## config.mk

```make
export PLATFORM = sky130hd
export DESIGN_NAME = seq_fixedpoint_div
export DESIGN_NICKNAME = d
export VERILOG_FILES = /design/src/rtl/fixedpoint_pkg.sv /design/src/rtl/seq_fixedpoint_div.sv
export SDC_FILE = /design/constraint.sdc
export NUM_CORES = 1
export LEC_CHECK = 0
export CAP_MARGIN = 20
export CORE_ASPECT_RATIO = 0.5
export CORE_UTILIZATION = 41
export CTS_BUF_LIST = sky130_fd_sc_hd__clkbuf_16
export CTS_CLUSTER_DIAMETER = 30
export DETAILED_ROUTE_END_ITERATION = 6
export PLACE_DENSITY = 0.62
export SYNTH_ARGS = -nofsm -noshare
export SYNTH_HDL_FRONTEND = slang
export SYNTH_SLANG_ARGS = --single-unit
```

## constraint.sdc

```tcl
create_clock -name clk -period 5.9 [get_ports clk]
set_input_delay 0.59 -clock clk [delete_from_list [all_inputs] [get_ports clk]]
set_output_delay 0.59 -clock clk [all_outputs]
set_load 0.01 [all_outputs]
```

## src/rtl/fixedpoint_pkg.sv

```systemverilog
// rtl/fixedpoint_pkg.sv - shared types and parameter checks for the fixed-point divider
//
// Purpose: FSM state encoding and a Q-format width legality helper.
// Ports:   none (package).

package fixedpoint_pkg;

  typedef enum logic [1:0] {
    IDLE,
    CALC,
    FIX,
    DONE
  } div_state_t;

  // A Q(WII.WIF) format needs at least the sign bit as integer part.
  function automatic bit widths_legal(input int wii, input int wif);
    return (wii >= 1) && (wif >= 0);
  endfunction

endpackage

```

## src/rtl/seq_fixedpoint_div.sv

```systemverilog
// rtl/seq_fixedpoint_div.sv - multi-cycle signed Q(WII.WIF) restoring divider with saturation
//
// Purpose: computes dividend / divisor one quotient bit per cycle, then rounds
//          (half away from zero) or truncates, applies the sign and saturates.
// Ports:
//   clk        in   clock
//   rst        in   synchronous active-high reset, aborts any operation
//   in_valid   in   operands valid
//   in_ready   out  block idle and able to take operands
//   dividend   in   W-bit signed Q(WII.WIF)
//   divisor    in   W-bit signed Q(WII.WIF)
//   out_valid  out  result valid, held until out_ready
//   out_ready  in   consumer takes the result
//   out        out  W-bit signed Q(WII.WIF) quotient (registered)
//   upflow     out  quotient saturated
//   downflow   out  nonzero true quotient collapsed to zero
//   div_zero   out  divisor was zero

module seq_fixedpoint_div
  import fixedpoint_pkg::*;
#(
  parameter int WII   = 16,
  parameter int WIF   = 16,
  parameter int ROUND = 1
) (
  input  logic                 clk,
  input  logic                 rst,
  input  logic                 in_valid,
  output logic                 in_ready,
  input  logic [WII+WIF-1:0]   dividend,
  input  logic [WII+WIF-1:0]   divisor,
  output logic                 out_valid,
  input  logic                 out_ready,
  output logic [WII+WIF-1:0]   out,
  output logic                 upflow,
  output logic                 downflow,
  output logic                 div_zero
);

  localparam int W  = WII + WIF;
  // Numerator is |dividend| << (WIF + ROUND); one quotient bit per numerator bit.
  localparam int N  = WII + 2 * WIF + ROUND;
  localparam int QB = W + WIF;
  // Rounded magnitude can carry one bit past the raw quotient.
  localparam int MW = QB + 1;
  localparam int CW = $clog2(N + 1);

  localparam logic [MW-1:0] LIM_NEG = MW'(1) << (W - 1);
  localparam logic [MW-1:0] LIM_POS = LIM_NEG - MW'(1);
  localparam logic [W-1:0]  OUT_MAX = LIM_POS[W-1:0];
  localparam logic [W-1:0]  OUT_MIN = LIM_NEG[W-1:0];

  if (!widths_legal(WII, WIF)) begin : g_bad_widths
    $error("seq_fixedpoint_div: illegal WII/WIF");
  end

  div_state_t r_state;
  div_state_t w_next_state;

  logic [N-1:0]  r_num;       // numerator shifting out MSB-first, quotient shifting in
  logic [W-1:0]  r_rem;       // partial remainder, always < divisor magnitude
  logic [W-1:0]  r_dvs;       // divisor magnitude
  logic [CW-1:0] r_cnt;
  logic          r_sign;
  logic          r_dvd_nz;
  logic          r_dvd_neg;
  logic          r_dvs_zero;

  logic [W-1:0]  r_out;
  logic          r_upflow;
  logic          r_downflow;
  logic          r_div_zero;

  logic          w_accept;
  logic [W:0]    w_dvd_ext;
  logic [W:0]    w_dvs_ext;
  logic [W-1:0]  w_dvd_mag;
  logic [W-1:0]  w_dvs_mag;
  logic          w_dvs_is_zero;

  logic [W:0]    w_trial;
  logic          w_ge;
  logic [W-1:0]  w_rem_next;

  logic [QB-1:0] w_q_main;
  logic          w_half;
  logic [MW-1:0] w_mag;
  logic [MW-1:0] w_limit;
  logic [W-1:0]  w_mag_lo;

  // ---------------------------------------------------------------- FSM
  always_ff @(posedge clk) begin
    if (rst) begin
      r_state <= IDLE;
    end else begin
      r_state <= w_next_state;
    end
  end

  always_comb begin
    w_next_state = r_state;
    in_ready     = 1'b0;
    out_valid    = 1'b0;
    case (r_state)
      IDLE: begin
        in_ready = !rst;
        if (in_valid) begin
          // A zero divisor has nothing to iterate; its result is decided in FIX.
          w_next_state = w_dvs_is_zero ? FIX : CALC;
        end
      end
      CALC: begin
        if (r_cnt == CW'(1)) begin
          w_next_state = FIX;
        end
      end
      FIX: begin
        w_next_state = DONE;
      end
      DONE: begin
        out_valid = 1'b1;
        if (out_ready) begin
          w_next_state = IDLE;
        end
      end
      default: begin
        w_next_state = IDLE;
      end
    endcase
  end

  // ---------------------------------------------------------------- operand capture
  assign w_accept      = in_valid && in_ready;
  // One bit wider so that the most negative value has an exact magnitude.
  assign w_dvd_ext     = {dividend[W-1], dividend};
  assign w_dvs_ext     = {divisor[W-1], divisor};
  assign w_dvd_mag     = W'(dividend[W-1] ? -w_dvd_ext : w_dvd_ext);
  assign w_dvs_mag     = W'(divisor[W-1] ? -w_dvs_ext : w_dvs_ext);
  assign w_dvs_is_zero = (divisor == '0);

  // ---------------------------------------------------------------- restoring step
  assign w_trial    = {r_rem, r_num[N-1]};
  assign w_ge       = (w_trial >= {1'b0, r_dvs});
  assign w_rem_next = w_ge ? W'(w_trial - {1'b0, r_dvs}) : w_trial[W-1:0];

  // ---------------------------------------------------------------- round / saturate
  // With ROUND=1 the last quotient bit is the half-bit; adding it to the
  // magnitude rounds half away from zero once the sign is reapplied.
  assign w_q_main = r_num[N-1:ROUND];
  assign w_half   = (ROUND != 0) && r_num[0];
  assign w_mag    = MW'(w_q_main) + MW'(w_half);
  assign w_limit  = r_sign ? LIM_NEG : LIM_POS;
  assign w_mag_lo = w_mag[W-1:0];

  always_ff @(posedge clk) begin
    if (rst) begin
      r_num      <= '0;
      r_rem      <= '0;
      r_dvs      <= '0;
      r_cnt      <= '0;
      r_sign     <= 1'b0;
      r_dvd_nz   <= 1'b0;
      r_dvd_neg  <= 1'b0;
      r_dvs_zero <= 1'b0;
      r_out      <= '0;
      r_upflow   <= 1'b0;
      r_downflow <= 1'b0;
      r_div_zero <= 1'b0;
    end else begin
      case (r_state)
        IDLE: begin
          if (w_accept) begin
            r_num      <= N'(w_dvd_mag) << (WIF + ROUND);
            r_rem      <= '0;
            r_dvs      <= w_dvs_mag;
            r_cnt      <= CW'(N);
            r_sign     <= dividend[W-1] ^ divisor[W-1];
            r_dvd_nz   <= (dividend != '0);
            r_dvd_neg  <= dividend[W-1];
            r_dvs_zero <= w_dvs_is_zero;
          end
        end
        CALC: begin
          r_rem <= w_rem_next;
          r_num <= N'({r_num, w_ge});
          r_cnt <= r_cnt - 1'b1;
        end
        FIX: begin
          if (r_dvs_zero) begin
            r_div_zero <= 1'b1;
            r_upflow   <= 1'b0;
            r_downflow <= 1'b0;
            if (!r_dvd_nz) begin
              r_out <= '0;
            end else begin
              r_out <= r_dvd_neg ? OUT_MIN : OUT_MAX;
            end
          end else begin
            r_div_zero <= 1'b0;
            if (w_mag > w_limit) begin
              r_out      <= r_sign ? OUT_MIN : OUT_MAX;
              r_upflow   <= 1'b1;
              r_downflow <= 1'b0;
            end else begin
              r_out      <= r_sign ? -w_mag_lo : w_mag_lo;
              r_upflow   <= 1'b0;
              r_downflow <= r_dvd_nz && (w_mag == '0);
            end
          end
        end
        default: begin
        end
      endcase
    end
  end

  assign out      = r_out;
  assign upflow   = r_upflow;
  assign downflow = r_downflow;
  assign div_zero = r_div_zero;

endmodule

```

# Word level (Yosys, flattened, before mapping)
# Index checks and enable logic that the tools add are counted.
[totals] input_bits=68 reg_bits=160
[classes] magnitude_cmp=2 reduce_logical=11 n_eq_ne=8 bitwise=1 add_sub_neg=6 mux=28
[op_table] operator="two-way mux 32 bit" count=11
[op_table] operator="case mux 49 bit (2 select lines)" count=1
[op_table] operator="negation 32 bit" count=3
[op_table] operator="case mux 32 bit (2 select lines)" count=1
[op_table] operator="adder 48 x 1 -> 49 bit" count=1
[op_table] operator="> comparator 49 x 32 -> 1 bit" count=1
[op_table] operator="zero test 49 bit" count=1
[op_table] operator="two-way mux 49 bit" count=1
[op_table] operator=">= comparator 33 x 32 -> 1 bit" count=1
[op_table] operator="zero test 32 bit" count=1
[op_table] operator="nonzero test 32 bit" count=1
[op_table] operator="subtractor 32 bit" count=1
[op_table] operator="case mux 6 bit (2 select lines)" count=1
[op_table] operator="two-way mux 2 bit" count=4
[op_table] operator="!= test 2 bit, second input constant" count=4
[op_table] operator="case mux 2 bit (4 select lines)" count=1
[op_table] operator="two-way mux 1 bit" count=7
[op_table] operator="equality test 6 x 1 -> 1 bit, second input constant" count=1
[op_table] operator="two-way mux 6 bit" count=1
[op_table] operator="subtractor 6 x 1 -> 6 bit, second input constant" count=1
[op_table] operator="equality test 2 bit, second input constant" count=2
[op_table] operator="AND reduction 2 bit" count=2
[op_table] operator="AND reduction 3 bit" count=1
[op_table] operator="equality test 2 x 1 -> 1 bit, second input constant" count=1
[op_table] operator="5 further kinds" count=6

# Logic depth before layout (Yosys ltp)
[depth] depth_word=5 depth_mapped=23 depth_no_buf=19

# Least setup slack after synthesis
# Ideal clock, no wire load.
[synth_timing] kind="flip-flop to flip-flop" startpoint="register r_num[0]" endpoint="register r_out[20] (netlist: out[20])" path_buffers=2 synth_period_minus_slack_ns=4.830 slack_ns=1.070 t_arrival_ns=4.755 stages_incl_launch_ff=21 setup_ns=0.074 path_cell_list="dfxtp_1 ha_1 ha_1 clkbuf_1 and3_1 clkbuf_1 nand3_1 nor3_1 nand4_1 xor2_1 inv_1 ha_1 nand3_1 nor4_1 o211ai_1 o211a_1 a211oi_1 nor3_4 o31ai_1 a221oi_1 a31oi_1"
[synth_via] elab_chain_cells=5
[synth_lines] item="start: declaration" line_no="seq_fixedpoint_div.sv:60" source="logic [N-1:0] r_num;"
[synth_lines] item="start signal: assignment" line_no="seq_fixedpoint_div.sv:173" source="r_num <= N'(w_dvd_mag) << (WIF + ROUND);"
[synth_lines] item="start signal: assignment" line_no="seq_fixedpoint_div.sv:185" source="r_num <= N'({r_num, w_ge});"
[synth_lines] item="adder 48 x 1 -> 49 bit *" line_no="seq_fixedpoint_div.sv:151" source="assign w_mag = MW'(w_q_main) + MW'(w_half);"
[synth_lines] item="negation 32 bit" line_no="seq_fixedpoint_div.sv:205" source="r_out <= r_sign ? -w_mag_lo : w_mag_lo;"
[synth_lines] item="two-way mux 32 bit" line_no="seq_fixedpoint_div.sv:205"
[synth_lines] item="two-way mux 32 bit *" line_no="seq_fixedpoint_div.sv:200" source="if (w_mag > w_limit) begin"
[synth_lines] item="two-way mux 32 bit *" line_no="seq_fixedpoint_div.sv:189" source="if (r_dvs_zero) begin"
[synth_lines] item="end signal: assignment" line_no="seq_fixedpoint_div.sv:196" source="r_out <= r_dvd_neg ? OUT_MIN : OUT_MAX;"
[synth_lines] item="end signal: assignment" line_no="seq_fixedpoint_div.sv:201" source="r_out <= r_sign ? OUT_MIN : OUT_MAX;"
[synth_lines] item="end signal: assignment" line_no="seq_fixedpoint_div.sv:205"
[synth_lines] item="end: declaration" line_no="seq_fixedpoint_div.sv:69" source="logic [W-1:0] r_out;"
# Every way passes the cells marked *; elsewhere a longest branch is shown, timed or not.
# A chain may end at the register's enable or synchronous reset.

# Worst setup path in the final report
[layout_timing] startpoint="register r_num[7]" endpoint="register r_out[20] (netlist: out[20])"
# Same word-level chain as after synthesis.

==> reports/results.txt <==
final wirelength = 35.6 mm
largest cells by area after synthesis = dfxtp_1 (26%), ha_1 (7.5%), nand2_1 (5.9%), a21oi_1 (5.7%), o21ai_0 (5.5%)
fraction of layout instances using a drive strength above 1 = 0.0447
delay-heaviest family, CP = simple AND/OR/NAND/NOR gates
setup bufs post-CTS = 0
Yosys top cell area share = 0.255
fmax = 185 MHz
IO Pins = 105
DIE HEIGHT = 126 µm
Worst EP arrival = 5.78 ns
worst-case clock buffer depth = 2
# rows = 44
antenna-violating nets left = 0
post_cts resized = 0
Placer Congestion = 0.865
WL/cell = 16.5 µm
Critical Path RT = 6.27 ns
design area = 0.0144 mm²
area grow syn2layout = 15.0%
syn avg cell area = 7.27 µm²
vias in the first global route = 11034
async set-reset flop share out of synthesis = 0
fin. max-slew vios = 0
sw power = 2160 µW
Area after DPL = 0.0138 mm²
CTS tree = yes
Setup CP Type = reg -> reg
Synth area leader = dfxtp_1
post-synthesis register bit count = 160
top_reg_cell synth = dfxtp_1
# hold bufs at CTS = 0
Hold Path Class = in -> reg
reg2reg end = out[20]
Sink Count = 160
HP Start = rst
Clk pwr share = 0.227
syn nets = 1871
slew margin rel. = 0.295
Sw Ratio = 0.425
sequential power share = 0.294
clock latency on the worst-skew pair = 0.46 ns
initial DRC count = 958
Worst Max-Slew Pin Slew = 1.05 ns
Post-Synthesis Cells = 1727
final setup vio count = 0
initial core utilization = 0.425
ANT cells = 0
total track usage = 0.228
CP max FO = 17
CP endpoint kind = flop
Synth warnings = 0
Port Buf Inserts = 104
worst ir drop on vdd = 0.274 mV
WP buf/inv = 3
largest net degree at the start of global routing = 85
type of origin of the critical path = flop
initial antenna violation count = 0
most frequent cell after synthesis = nand2_1
first-pass GRT wire length = 58.3 mm
vias per cell = 5.71
worst r2r path cells = 18
CP max stage delay = 0.81 ns
crit path cell chain = nand2_2 -> or4_1 -> nor3_1 -> nand4_1 -> xor2_1 -> inv_1 -> ha_1 -> nand3_1 -> nor4_1 -> o211ai_1 -> o211a_1 -> a211oi_1 -> buf_4 -> nor3_4 -> o31ai_1 -> buf_4 -> a221oi_1 -> a31oi_1
Netlist Area Pre-Place = 0.0126 mm²
Vias = 12335
Hold Path Depth = 2
pwr/cell area = 352 mW/mm²
worst r2r src = r_num[7]
Num CTS Buffers = 17
TritonRoute pass-1 iters = 6
synth unique cells = 71
Multi-input gate area = 0.00860 mm²
crit share post-route = 0.916
end of the worst hold path = r_cnt[1]
CP most frequent cell = buf_4
fin nets = 1900
sequential area share after synthesis = 0.255
setup tns final = 0 ns
grt ovf = 0
outcome = complete, no violations
Max Cap Viol = 0
H-tree lvl count = 4
clk slew on worst S/H paths = 0.06 ns
Pleak = 0.00560 µW
core area = 0.0296 mm²
Root Driver = clkbuf_16
top cells by instance count after synthesis = nand2_1 (198), dfxtp_1 (160), a21oi_1 (144)
RSZ-0062 raised after global routing = false
Final Hold Fails = 0
logic gate share of total power = 0.480
R2R Setup Slk = 0.50 ns
die extent in x = 250 µm
Fillers = 2958
DPL Wire Length = 26.4 mm
die footprint = 0.0314 mm²
number of synthesized flops with an enable pin = 0
Reg area = 0.00320 mm²
crit path time final = 5.40 ns
DRC viols = 0
slowest CP cell = or4_1
Clock Skew = 0.0102 ns
Internal Power = 2930 µW
power groups by stage:
stage | clock [µW] | combinational [µW] | sequential, µW
finish | 1150 | 2440 | 1500
global route | 1220 | 2730 | 1520
CTS | 1170 | 2440 | 1500
detailed placement | 0 | 2430 | 1520
global placement | 0 | 2420 | 1520
floorplan | 0 | 1760 | 1450
placed cells by master, fill, tap and decap left out, types with 25 or more instances in the layout:
cell,count
a31oi_1,26
mux2i_1,46
nor4_1,26
dfxtp_1,159
o31ai_1,25
nand4_1,26
ha_1,74
nor3_1,40
a21oi_1,143
inv_1,87
nand3_1,115
nor2_1,117
xnor2_1,48
clkdlybuf4s50_1,103
xor2_1,71
nand2_1,197
o21ai_0,139
worst max-delay path by stage:
stage / startpoint / to / slack [ns] / cells after the start
floorplan: r_num[0] / out[20] / 1.07 / 20
global placement: r_num[7] / out[14] / 0.83 / 18
detailed placement: r_num[7] / out[14] / 0.59 / 18
CTS: r_num[7] / out[14] / 0.58 / 18
global route: r_num[7] / out[14] / 0.14 / 18
finish: r_num[7] / out[20] / 0.50 / 18
cell type report:
class | count | share of cell area
multi-input combinational | 1361 | 0.595
sequential | 160 | 0.222
clock inverter | 14 | 0.0114
clock buffer | 17 | 0.0294
inverter | 89 | 0.0231
tap | 391 | 0.0339
timing repair buffer | 127 | 0.0852
cell families (layout without fill, tap and decap cells):
group                    count (synthesis)  count (layout)  synth area share
AND/OR/NAND/NOR                        628             628             0.242
flip-flops                             160             160             0.255
multiplexers                            47              47            0.0376
adder cells (fa/ha/maj)                 76              76            0.0763
buffers and inverters                  206             247            0.0644
XOR/XNOR                               119             119            0.0830
AO/OA/AOI/OAI                          491             491             0.242
flip-flops by register name, indices dropped and copies added (netlist names):
name / count
out: 32
r_sign: 1
r_dvd_nz: 1
r_dvs: 32
r_dvs_zero: 1
r_dvd_neg: 1
r_state: 2
r_rem: 32
upflow: 1
div_zero: 1
r_cnt: 6
r_num: 49
downflow: 1
per-layer routing:
| layer | vias to the layer above | routed length (µm) | GRT usage |
|---|---|---|---|
| li1 | 6308 | - | - |
| met1 | 5786 | 17600 | 0.317 |
| met2 | 211 | 15900 | 0.363 |
| met3 | 30 | 1580 | 0.0463 |
| met4 | 0 | 449 | 0.0527 |
| met5 | - | 0 | 0 |
metrics by stage:
| stage | power [µW] | instances | hold slack (ns) | setup slack (ns) | utilization |
|---|---|---|---|---|---|
| final | 5090 | 2159 | 0.472 | 0.496 | 0.489 |
| after global routing | 5480 | 2159 | 0.479 | 0.139 | 0.489 |
| after CTS | 5100 | 2158 | 0.459 | 0.584 | 0.488 |
| after detailed placement | 3950 | 2127 | 0.462 | 0.586 | 0.468 |
| after global placement | 3940 | 2127 | 0.456 | 0.834 | 0.468 |
| after floorplan | 3220 | 1727 | 0.444 | 1.07 | - |
Power figures use the tool's default switching activity.
